$ cat config.mk
export PLATFORM = sky130hd
export DESIGN_NAME = gpio_serial_loader_flat
export DESIGN_NICKNAME = d
export VERILOG_FILES = /design/src/rtl/gpio_serial_loader_if.sv /design/src/rtl/gpio_serial_loader.sv /design/src/flat_wrapper.sv
export SDC_FILE = /design/constraint.sdc
export NUM_CORES = 1
export LEC_CHECK = 0
export CAP_MARGIN = 5
export CORE_MARGIN = 4
export CORE_UTILIZATION = 45
export DETAILED_ROUTE_END_ITERATION = 8
export PLACE_DENSITY = 0.73
export SLEW_MARGIN = 20
export SYNTH_ARGS = -nofsm -noshare
export SYNTH_HDL_FRONTEND = slang
export SYNTH_SLANG_ARGS = --single-unit
export TNS_END_PERCENT = 20
$ cat constraint.sdc
create_clock -name wb_clk_i -period 2.6 [get_ports wb_clk_i]
set_input_delay 0.39 -clock wb_clk_i [delete_from_list [all_inputs] [get_ports wb_clk_i]]
set_output_delay 0.39 -clock wb_clk_i [all_outputs]
set_load 0.01 [all_outputs]
$ cat src/rtl/gpio_serial_loader_if.sv
// Signal bundle between the GPIO chain loader, the housekeeping register file
// and the SPI/wishbone bit-bang register path.
interface gpio_serial_loader_if #(
    parameter int CFG_W = 13
);
    logic             xfer_start;
    logic [5:0]       cfg_addr_r;
    logic [5:0]       cfg_addr_l;
    logic [CFG_W-1:0] cfg_data_r;
    logic [CFG_W-1:0] cfg_data_l;
    logic             bb_en;
    logic             bb_clock;
    logic             bb_load;
    logic             bb_resetn;
    logic             bb_data_r;
    logic             bb_data_l;
    logic             serial_clock;
    logic             serial_load;
    logic             serial_resetn;
    logic             serial_data_r;
    logic             serial_data_l;
    logic             busy;
    logic             bb_active;
    logic             done;

    modport slave (
        input  xfer_start, cfg_data_r, cfg_data_l,
               bb_en, bb_clock, bb_load, bb_resetn, bb_data_r, bb_data_l,
        output cfg_addr_r, cfg_addr_l,
               serial_clock, serial_load, serial_resetn, serial_data_r, serial_data_l,
               busy, bb_active, done
    );

    modport master (
        output xfer_start, cfg_data_r, cfg_data_l,
               bb_en, bb_clock, bb_load, bb_resetn, bb_data_r, bb_data_l,
        input  cfg_addr_r, cfg_addr_l,
               serial_clock, serial_load, serial_resetn, serial_data_r, serial_data_l,
               busy, bb_active, done
    );
endinterface

$ cat src/rtl/gpio_serial_loader.sv
// Shifts per-pad config words out on the right/left GPIO chains, pulses load,
// and hands the chain pins to the bit-bang path whenever the sequencer is idle.
module gpio_serial_loader #(
    parameter int NPADS = 19,
    parameter int CFG_W = 13,
    parameter int DIV   = 1
) (
    input  logic                 wb_clk_i,
    input  logic                 wb_rstn_i,
    gpio_serial_loader_if.slave  bus
);
    localparam int KW = $clog2(NPADS);
    localparam int BW = $clog2(CFG_W);
    localparam int DW = (DIV > 1) ? $clog2(DIV) : 1;

    typedef enum logic [2:0] {
        IDLE, FETCH, LATCH, SHIFT_LO, SHIFT_HI, LOAD_HI, LOAD_LO, DONE
    } state_e;

    state_e           state_q, state_d;
    logic             pending_q, pending_d;
    logic [KW-1:0]    k_q, k_d;
    logic [BW-1:0]    bit_q, bit_d;
    logic [DW-1:0]    div_q, div_d;
    logic [CFG_W-1:0] sr_r_q, sr_r_d;
    logic [CFG_W-1:0] sr_l_q, sr_l_d;
    logic             serial_clock_q, serial_clock_d;
    logic             serial_load_q, serial_load_d;
    logic             serial_resetn_q, serial_resetn_d;
    logic             serial_data_r_q, serial_data_r_d;
    logic             serial_data_l_q, serial_data_l_d;
    logic             bb_active_q, bb_active_d;
    logic             div_end;
    logic             bb_own;
    logic             shifting;

    assign div_end = (div_q == DW'(DIV - 1));

    always_comb begin
        // NOTE: every signal gets a default first so no path leaves a latch behind.
        state_d   = state_q;
        pending_d = pending_q | bus.xfer_start;
        k_d       = k_q;
        bit_d     = bit_q;
        div_d     = '0;
        sr_r_d    = sr_r_q;
        sr_l_d    = sr_l_q;

        unique case (state_q)
            IDLE: begin
                if (!bus.bb_en && pending_q) begin
                    pending_d = bus.xfer_start;
                    k_d       = '0;
                    state_d   = FETCH;
                end
            end
            FETCH: state_d = LATCH;
            LATCH: begin
                sr_r_d  = bus.cfg_data_r;
                sr_l_d  = bus.cfg_data_l;
                bit_d   = BW'(CFG_W - 1);
                state_d = SHIFT_LO;
            end
            SHIFT_LO: begin
                div_d = div_end ? '0 : div_q + DW'(1);
                if (div_end) state_d = SHIFT_HI;
            end
            SHIFT_HI: begin
                div_d = div_end ? '0 : div_q + DW'(1);
                if (div_end) begin
                    if (bit_q != '0) begin
                        bit_d   = bit_q - BW'(1);
                        state_d = SHIFT_LO;
                    end else if (k_q != KW'(NPADS - 1)) begin
                        k_d     = k_q + KW'(1);
                        state_d = FETCH;
                    end else begin
                        state_d = LOAD_HI;
                    end
                end
            end
            LOAD_HI: begin
                div_d = div_end ? '0 : div_q + DW'(1);
                if (div_end) state_d = LOAD_LO;
            end
            LOAD_LO: begin
                div_d = div_end ? '0 : div_q + DW'(1);
                if (div_end) state_d = DONE;
            end
            DONE:    state_d = IDLE;
            default: state_d = IDLE;
        endcase

        // Chain pins are registered from the next state so they line up with state_q.
        bb_own          = (state_d == IDLE) && bus.bb_en;
        shifting        = (state_d == SHIFT_LO) || (state_d == SHIFT_HI);
        bb_active_d     = bb_own;
        serial_clock_d  = bb_own ? bus.bb_clock  : (state_d == SHIFT_HI);
        serial_load_d   = bb_own ? bus.bb_load   : (state_d == LOAD_HI);
        serial_resetn_d = bb_own ? bus.bb_resetn : 1'b1;
        serial_data_r_d = bb_own ? bus.bb_data_r : (shifting && sr_r_d[bit_d]);
        serial_data_l_d = bb_own ? bus.bb_data_l : (shifting && sr_l_d[bit_d]);
    end

    // NOTE: non-blocking assignments keep every flop sampling pre-edge values.
    always_ff @(posedge wb_clk_i or negedge wb_rstn_i) begin
        if (!wb_rstn_i) begin
            state_q         <= IDLE;
            pending_q       <= 1'b0;
            k_q             <= '0;
            bit_q           <= '0;
            div_q           <= '0;
            sr_r_q          <= '0;
            sr_l_q          <= '0;
            serial_clock_q  <= 1'b0;
            serial_load_q   <= 1'b0;
            serial_resetn_q <= 1'b1;
            serial_data_r_q <= 1'b0;
            serial_data_l_q <= 1'b0;
            bb_active_q     <= 1'b0;
        end else begin
            state_q         <= state_d;
            pending_q       <= pending_d;
            k_q             <= k_d;
            bit_q           <= bit_d;
            div_q           <= div_d;
            sr_r_q          <= sr_r_d;
            sr_l_q          <= sr_l_d;
            serial_clock_q  <= serial_clock_d;
            serial_load_q   <= serial_load_d;
            serial_resetn_q <= serial_resetn_d;
            serial_data_r_q <= serial_data_r_d;
            serial_data_l_q <= serial_data_l_d;
            bb_active_q     <= bb_active_d;
        end
    end

    // Farthest pad first: right chain walks down from NPADS-1, left walks up from NPADS.
    assign bus.cfg_addr_r    = (state_q == FETCH) ? 6'(NPADS - 1 - int'(k_q)) : 6'd0;
    assign bus.cfg_addr_l    = (state_q == FETCH) ? 6'(NPADS + int'(k_q)) : 6'd0;
    assign bus.busy          = (state_q != IDLE);
    assign bus.done          = (state_q == DONE);
    assign bus.bb_active     = bb_active_q;
    assign bus.serial_clock  = serial_clock_q;
    assign bus.serial_load   = serial_load_q;
    assign bus.serial_resetn = serial_resetn_q;
    assign bus.serial_data_r = serial_data_r_q;
    assign bus.serial_data_l = serial_data_l_q;
endmodule

$ cat src/flat_wrapper.sv
// flat-port wrapper written by rule: the top's interface ports become plain ports
module gpio_serial_loader_flat 
#(
    parameter int NPADS = 19,
    parameter int CFG_W = 13,
    parameter int DIV   = 1
)
  (wb_clk_i, wb_rstn_i, bus_xfer_start, bus_cfg_data_r, bus_cfg_data_l, bus_bb_en, bus_bb_clock, bus_bb_load, bus_bb_resetn, bus_bb_data_r, bus_bb_data_l, bus_cfg_addr_r, bus_cfg_addr_l, bus_serial_clock, bus_serial_load, bus_serial_resetn, bus_serial_data_r, bus_serial_data_l, bus_busy, bus_bb_active, bus_done);
  gpio_serial_loader_if #(.CFG_W(CFG_W)) bus_i ();
  input  logic wb_clk_i;
  input  logic wb_rstn_i;
  input wire logic [$bits(bus_i.xfer_start)-1:0] bus_xfer_start;
  input wire logic [$bits(bus_i.cfg_data_r)-1:0] bus_cfg_data_r;
  input wire logic [$bits(bus_i.cfg_data_l)-1:0] bus_cfg_data_l;
  input wire logic [$bits(bus_i.bb_en)-1:0] bus_bb_en;
  input wire logic [$bits(bus_i.bb_clock)-1:0] bus_bb_clock;
  input wire logic [$bits(bus_i.bb_load)-1:0] bus_bb_load;
  input wire logic [$bits(bus_i.bb_resetn)-1:0] bus_bb_resetn;
  input wire logic [$bits(bus_i.bb_data_r)-1:0] bus_bb_data_r;
  input wire logic [$bits(bus_i.bb_data_l)-1:0] bus_bb_data_l;
  output wire logic [$bits(bus_i.cfg_addr_r)-1:0] bus_cfg_addr_r;
  output wire logic [$bits(bus_i.cfg_addr_l)-1:0] bus_cfg_addr_l;
  output wire logic [$bits(bus_i.serial_clock)-1:0] bus_serial_clock;
  output wire logic [$bits(bus_i.serial_load)-1:0] bus_serial_load;
  output wire logic [$bits(bus_i.serial_resetn)-1:0] bus_serial_resetn;
  output wire logic [$bits(bus_i.serial_data_r)-1:0] bus_serial_data_r;
  output wire logic [$bits(bus_i.serial_data_l)-1:0] bus_serial_data_l;
  output wire logic [$bits(bus_i.busy)-1:0] bus_busy;
  output wire logic [$bits(bus_i.bb_active)-1:0] bus_bb_active;
  output wire logic [$bits(bus_i.done)-1:0] bus_done;
  assign bus_i.xfer_start = bus_xfer_start;
  assign bus_i.cfg_data_r = bus_cfg_data_r;
  assign bus_i.cfg_data_l = bus_cfg_data_l;
  assign bus_i.bb_en = bus_bb_en;
  assign bus_i.bb_clock = bus_bb_clock;
  assign bus_i.bb_load = bus_bb_load;
  assign bus_i.bb_resetn = bus_bb_resetn;
  assign bus_i.bb_data_r = bus_bb_data_r;
  assign bus_i.bb_data_l = bus_bb_data_l;
  assign bus_cfg_addr_r = bus_i.cfg_addr_r;
  assign bus_cfg_addr_l = bus_i.cfg_addr_l;
  assign bus_serial_clock = bus_i.serial_clock;
  assign bus_serial_load = bus_i.serial_load;
  assign bus_serial_resetn = bus_i.serial_resetn;
  assign bus_serial_data_r = bus_i.serial_data_r;
  assign bus_serial_data_l = bus_i.serial_data_l;
  assign bus_busy = bus_i.busy;
  assign bus_bb_active = bus_i.bb_active;
  assign bus_done = bus_i.done;
  gpio_serial_loader #(.NPADS(NPADS), .CFG_W(CFG_W), .DIV(DIV)) u_core (.wb_clk_i(wb_clk_i), .wb_rstn_i(wb_rstn_i), .bus(bus_i));
endmodule
; ---- Yosys cells after proc, flatten, opt, wreduce, memory -nomap -nowiden
; Index checks and enable logic that the tools add are counted.
[totals]
input_bits = 35
register_bits = 46
out_inout_bits = 20
[op_classes]
n_eq_ne = 15
bitwise = 1
n_addsub = 5
reduce_logical = 13
order_cmp = 1
muxes = 33
[op_table]
columns = op, count
row1 = $mux 13, 2
row2 = $pmux 3 s8, 1
row3 = $mux 3, 7
row4 = $mux 5, 4
row5 = $eq 3x3->1 const B, 6
row6 = $mux 6, 2
row7 = $mux 1, 11
row8 = $pmux 5 s2, 1
row9 = $eq 3x2->1 const B, 3
row10 = $bmux 1 s4, 2
row11 = $mux 4, 2
row12 = $pmux 4 s2, 1
row13 = $add 5x5->6 const A, 1
row14 = $logic_not 3->1, 2
row15 = $sub 5x5->6 const A, 1
row16 = $add 5x1->5 const B, 1
row17 = $lt 4x5->1 const B, 1
row18 = $ne 5x5->1 const B, 1
row19 = $reduce_and 5->1, 1
row20 = $logic_and 1x1->1, 4
row21 = $ne 2x1->1 const B, 2
row22 = $ne 2x2->1 const B, 2
row23 = $reduce_bool 4->1, 1
row24 = $reduce_or 4->1, 1
row25 = other kinds (8), 8

; ---- Logic depth before layout (Yosys ltp)
[logic_depth]
depth_word = 9
depth_mapped = 10

; ---- Worst setup path after synthesis
; OpenSTA, ideal clock, no wires.
[synth_path]
path_kind = register to register
from = register u_core.bit_q[0]
to = register u_core.serial_data_r_q, in the netlist u_core.bus.serial_data_r
path_buffers = 2
setup_ns = 0.120
setup_slack_ns = 0.340
arrival_time_ns = 2.139
stages_incl_launch_ff = 11
cell_sequence = dfrtp_1 -> inv_1 -> ha_1 -> nor3b_1 -> clkbuf_1 -> or3_4 -> and2_4 -> buf_6 -> o21a_1 -> a211o_1 -> o211a_1
[synth_via]
elab_chain_cells = 8
word_cells_on_any_way = 17
classes_between = 1 x add/sub / 2 x eq/ne / 9 x mux / 5 x reduce/logical
[synth_lines]
columns = item, line
row1 = "start, declared", gpio_serial_loader.sv:23  ; logic [BW-1:0] bit_q, bit_d;
row2 = "start signal, assigned", gpio_serial_loader.sv:125  ; bit_q <= bit_d;
row3 = $sub 4x1->4 / $reduce_bool 4->1 (equally long branches), "gpio_serial_loader.sv:72, gpio_serial_loader.sv:71"
row4 = $mux 4 / $mux 3 (equally long branches), gpio_serial_loader.sv:71  ; if (bit_q != '0) begin
row5 = $mux 4 / $mux 3 (equally long branches), gpio_serial_loader.sv:70  ; if (div_end) begin
row6 = $pmux 4 s2 / $pmux 3 s8 (equally long branches), gpio_serial_loader.sv:49  ; unique case (state_q)
row7 = "$bmux 1 s4, or another cell as far along", gpio_serial_loader.sv:101  ; serial_data_r_d = bb_own ? bus.bb_data_r : (shifting && sr_r_d[bit_d]);
row8 = $mux 1 (not written as such) / $logic_or 1x1->1 (equally long branches), "gpio_serial_loader.sv:101, gpio_serial_loader.sv:96"
row9 = $logic_and 1x1->1, gpio_serial_loader.sv:101
row10 = $mux 1 (*), gpio_serial_loader.sv:101
row11 = named net u_core.serial_data_r_d, gpio_serial_loader.sv:30  ; logic serial_data_r_q, serial_data_r_d;
row12 = "end signal, assigned", gpio_serial_loader.sv:132  ; serial_data_r_q <= serial_data_r_d;
row13 = "end, declared", gpio_serial_loader.sv:30
; The timed path passes the listed nets; every way through them passes the cells marked *. The select of a mux whose other input is x is not followed.
; A chain may end at the register's enable or synchronous reset.

; ---- Final worst setup path
[layout_path]
from = register u_core.state_q[2]
to = output port bus_cfg_addr_r[5]
[layout_via]
elab_chain_cells = 2
[layout_lines]
columns = item, line
row1 = "start, declared", gpio_serial_loader.sv:20  ; state_e state_q, state_d;
row2 = "start signal, assigned", gpio_serial_loader.sv:122  ; state_q <= state_d;
row3 = $eq 3x1->1, gpio_serial_loader.sv:139  ; assign bus.cfg_addr_r = (state_q == FETCH) ? 6'(NPADS - 1 - int'(k_q)) : 6'd0;
row4 = $mux 6, gpio_serial_loader.sv:139
row5 = "end, declared", flat_wrapper.sv:21  ; output wire logic [$bits(bus_i.cfg_addr_r)-1:0] bus_cfg_addr_r;
; No other way between the ends.

==> impl_metrics.toml <==
[status]
status = "finished clean"

[setup_path]
worst-path-stages = 5
required_ns = 2.21
crit_fanout = 11
cp_num_buf_inv = 2
crit_type = "reg -> out"
crit_chain = "buf_4 > nor2_1 > nand2_2 > a211oi_1 > clkdlybuf4s50_1"
arrival_ns = 2.11
end_kind = "output port"
critPathLaunchType = "flop"
reg2reg_depth = 7
critical_path.slowest_cell = "clkdlybuf4s50_1"
cpLargestDelayFamily = "buffers and inverters"
critPathMaxStageDelay_ns = 0.58

[timing]
hold_viol_final = 0
slew_violations = 0
max-slew-margin-rel = 0.6266
fin_crit_sh = 0.9609
setup_violations = 0
fin_ws_ns = 0.1015
clock.fmax_ghz = 0.4002
clock-skew-final_ns = 0.009047
tightest_slew_ns = 0.5601
fin_crit_ns = 2.498

[synth]
yosys_warnings = 0
synth_cell_types = 51
ys_top_cells_by_area = "dfrtp_1 (42%), nand2_1 (9.0%), mux2_2 (4.3%)"
ys_seq_area_frac = 0.4280
synthTopCellsByCount = "nand2_1 (63), dfrtp_1 (44), nor2_1 (20)"
synth_edf_count = 0
synth_seq_cells = 45
yosys.area.top_type = "dfrtp_1"
syn_nets = 344
ys.flop_type = "dfrtp_1"
synthArstFlopShare = 1.000
synth.most_common_cell = "nand2_1"
synth.avg_cell_area_um2 = 8.635
synth_area_mm2 = 0.002634
synth_cells = 305
synth.top_cell.area_share = 0.4181

[power]
p_per_area_mw_per_mm2 = 371.9
ir_drop_uv = 239.8
leakagePower_nw = 1.477

[routing]
wl_met3_um = 379
route.met2.wl_um = 2923
detailroute.via_count = 2335
dr.pass1.iters = 4
routed_via_density = 5.405
ant_nets = 0
wl_um = 6210
wl_per_cell_um = 14.38
drc_errors = 0
wl_met1_um = 2861
drt_first_iter_violations = 190
top_layer = "met4"

[grt]
grt_max_degree = 46
grt_pass1_wl_um = 10810
grt_overflow = 0
grt_pass1_vias = 2240
groute.usage.overall = 0.1827
antenna_found_initial = 0

[cts]
cts_buffers = 5
htreeDepth = 2
clk_latency_ns = 0.29
cts_setup_buffers = 0
cts-root-buf = "clkbuf_8"
cts_tree = "built"
cts.sinks = 45
clock_path_buffers = 2
clk_pin_slew_ns = 0.08

[die]
core-area_mm2 = 0.005608
rows = 27
die_area_mm2 = 0.007141
die_y_um = 84.51
io_pins = 55
start_util = 0.4697
fp.dieW_um = 84.51

[flow_run]
drv_cap = 0

[final_layout]
drive_above_1_share = 0.1111
synthToLayoutAreaGrowth_pct = 27.51
finish.instance_area_mm2 = 0.003358
num-nets-final = 398
diodes = 0

[placement]
gp_congestion = 0.9365
portBuffers = 54
placed_cell_area_mm2 = 0.003261
dp_slack_ns = 0.1579
dp.final_hpwl_um = 4650

[min_path]
hp-class = "in -> async"
## stage by stage
step                power, mW  setup TNS, ns  cells  hold slack, ns    util
global placement       0.8545              0    424          0.4523  0.5814
finish                  1.249              0    432          0.1772  0.5988
global route            1.314       -0.02090    432          0.2217  0.5988
detailed placement     0.8554              0    424          0.4628  0.5814
CTS                     1.266              0    432          0.1877  0.5959
floorplan              0.7763              0    305         0.09441       -
## path summary, 6_finish.rpt
check	start	to	slack, ns
max	u_core.state_q[2]$_DFF_PN0_	bus_cfg_addr_r[5]	0.10
min	wb_rstn_i	u_core.sr_l_q[10]$_DFF_PN0_	0.18
max reg2reg	u_core.bit_q[0]$_DFF_PN0_	u_core.k_q[3]$_DFFE_PN0P_	0.19
min reg2reg	u_core.sr_l_q[11]$_DFF_PN0_	u_core.sr_l_q[11]$_DFF_PN0_	0.48
max in group asynchronous	wb_rstn_i	u_core.sr_l_q[7]$_DFF_PN0_	2.04
min in group wb_clk_i	u_core.sr_l_q[11]$_DFF_PN0_	u_core.sr_l_q[11]$_DFF_PN0_	0.48
## layout make-up
| cell class | instances | area [um^2] |
|---|---|---|
| clock inverters | 1 | 5.005 |
| well taps | 72 | 90.09 |
| fillers | 511 | 2250 |
| repair buffers | 69 | 648.1 |
| flip-flops and latches | 45 | 1127 |
| inverters | 15 | 56.30 |
| clock buffers | 7 | 76.32 |
| multi-input cells | 223 | 1355 |
## routing by layer
metal / vias to the layer above / global-route usage
met3: 4 / 0.03533
met5: - / 0
met2: 79 / 0.2847
met4: 0 / 0.04173
li1: 1161 / -
met1: 1091 / 0.2641
## layout by cell type (no fill, tap or decap), drive strengths merged, types with 3 or more instances in the layout
cell,n
and3,4
a21boi,4
o21ai,16
clkdlybuf4s50,53
or3b,3
or3,4
nand4,4
xnor2,6
inv,15
nor3b,6
o211ai,7
a21oi,17
mux2,10
buf,16
nand2b,5
xor2,3
nand3,5
and2,3
nor3,4
ha,4
mux2i,4
o22ai,3
nand2,63
clkbuf,7
nor2,20
nand3b,4
dfrtp,44
## registers in the layout, indices dropped and copies added, names as in the netlist
signal / flops
u_core.bus.serial_load: 1
u_core.bit_q: 4
u_core.bus.serial_clock: 1
u_core.k_q: 5
u_core.pending_q: 1
u_core.bus.serial_resetn: 1
u_core.bus.bb_active: 1
u_core.sr_r_q: 13
u_core.bus.serial_data_l: 1
u_core.bus.serial_data_r: 1
u_core.sr_l_q: 13
u_core.state_q: 3
## report_power, final
group          total, mW  switching [mW]  internal (mW)  leakage (nW)
Sequential         0.729         0.00826          0.721         0.532
Combinational      0.111          0.0429         0.0681         0.903
Clock              0.409           0.220          0.189        0.0422
Total               1.25           0.271          0.978          1.48
## kinds of logic (layout without fill, tap and decap cells)
family,after synthesis,after routing,share of synthesized area
adders and majority gates,4,4,0.01900
xor gates and xnor gates,9,9,0.02993
buffers and inverters,37,92,0.06556
muxes,14,14,0.05796
DFF,45,45,0.4280
AOI/OAI and AO/OA,67,67,0.1639
and+or+nand+nor,129,129,0.2356
## timing repair
item,4_1_cts,5_1_grt
hold buffers,0,0
gates resized for setup,0,4
setup endpoints to repair,0,3
Note: power is estimated with default switching activity, not from simulation.
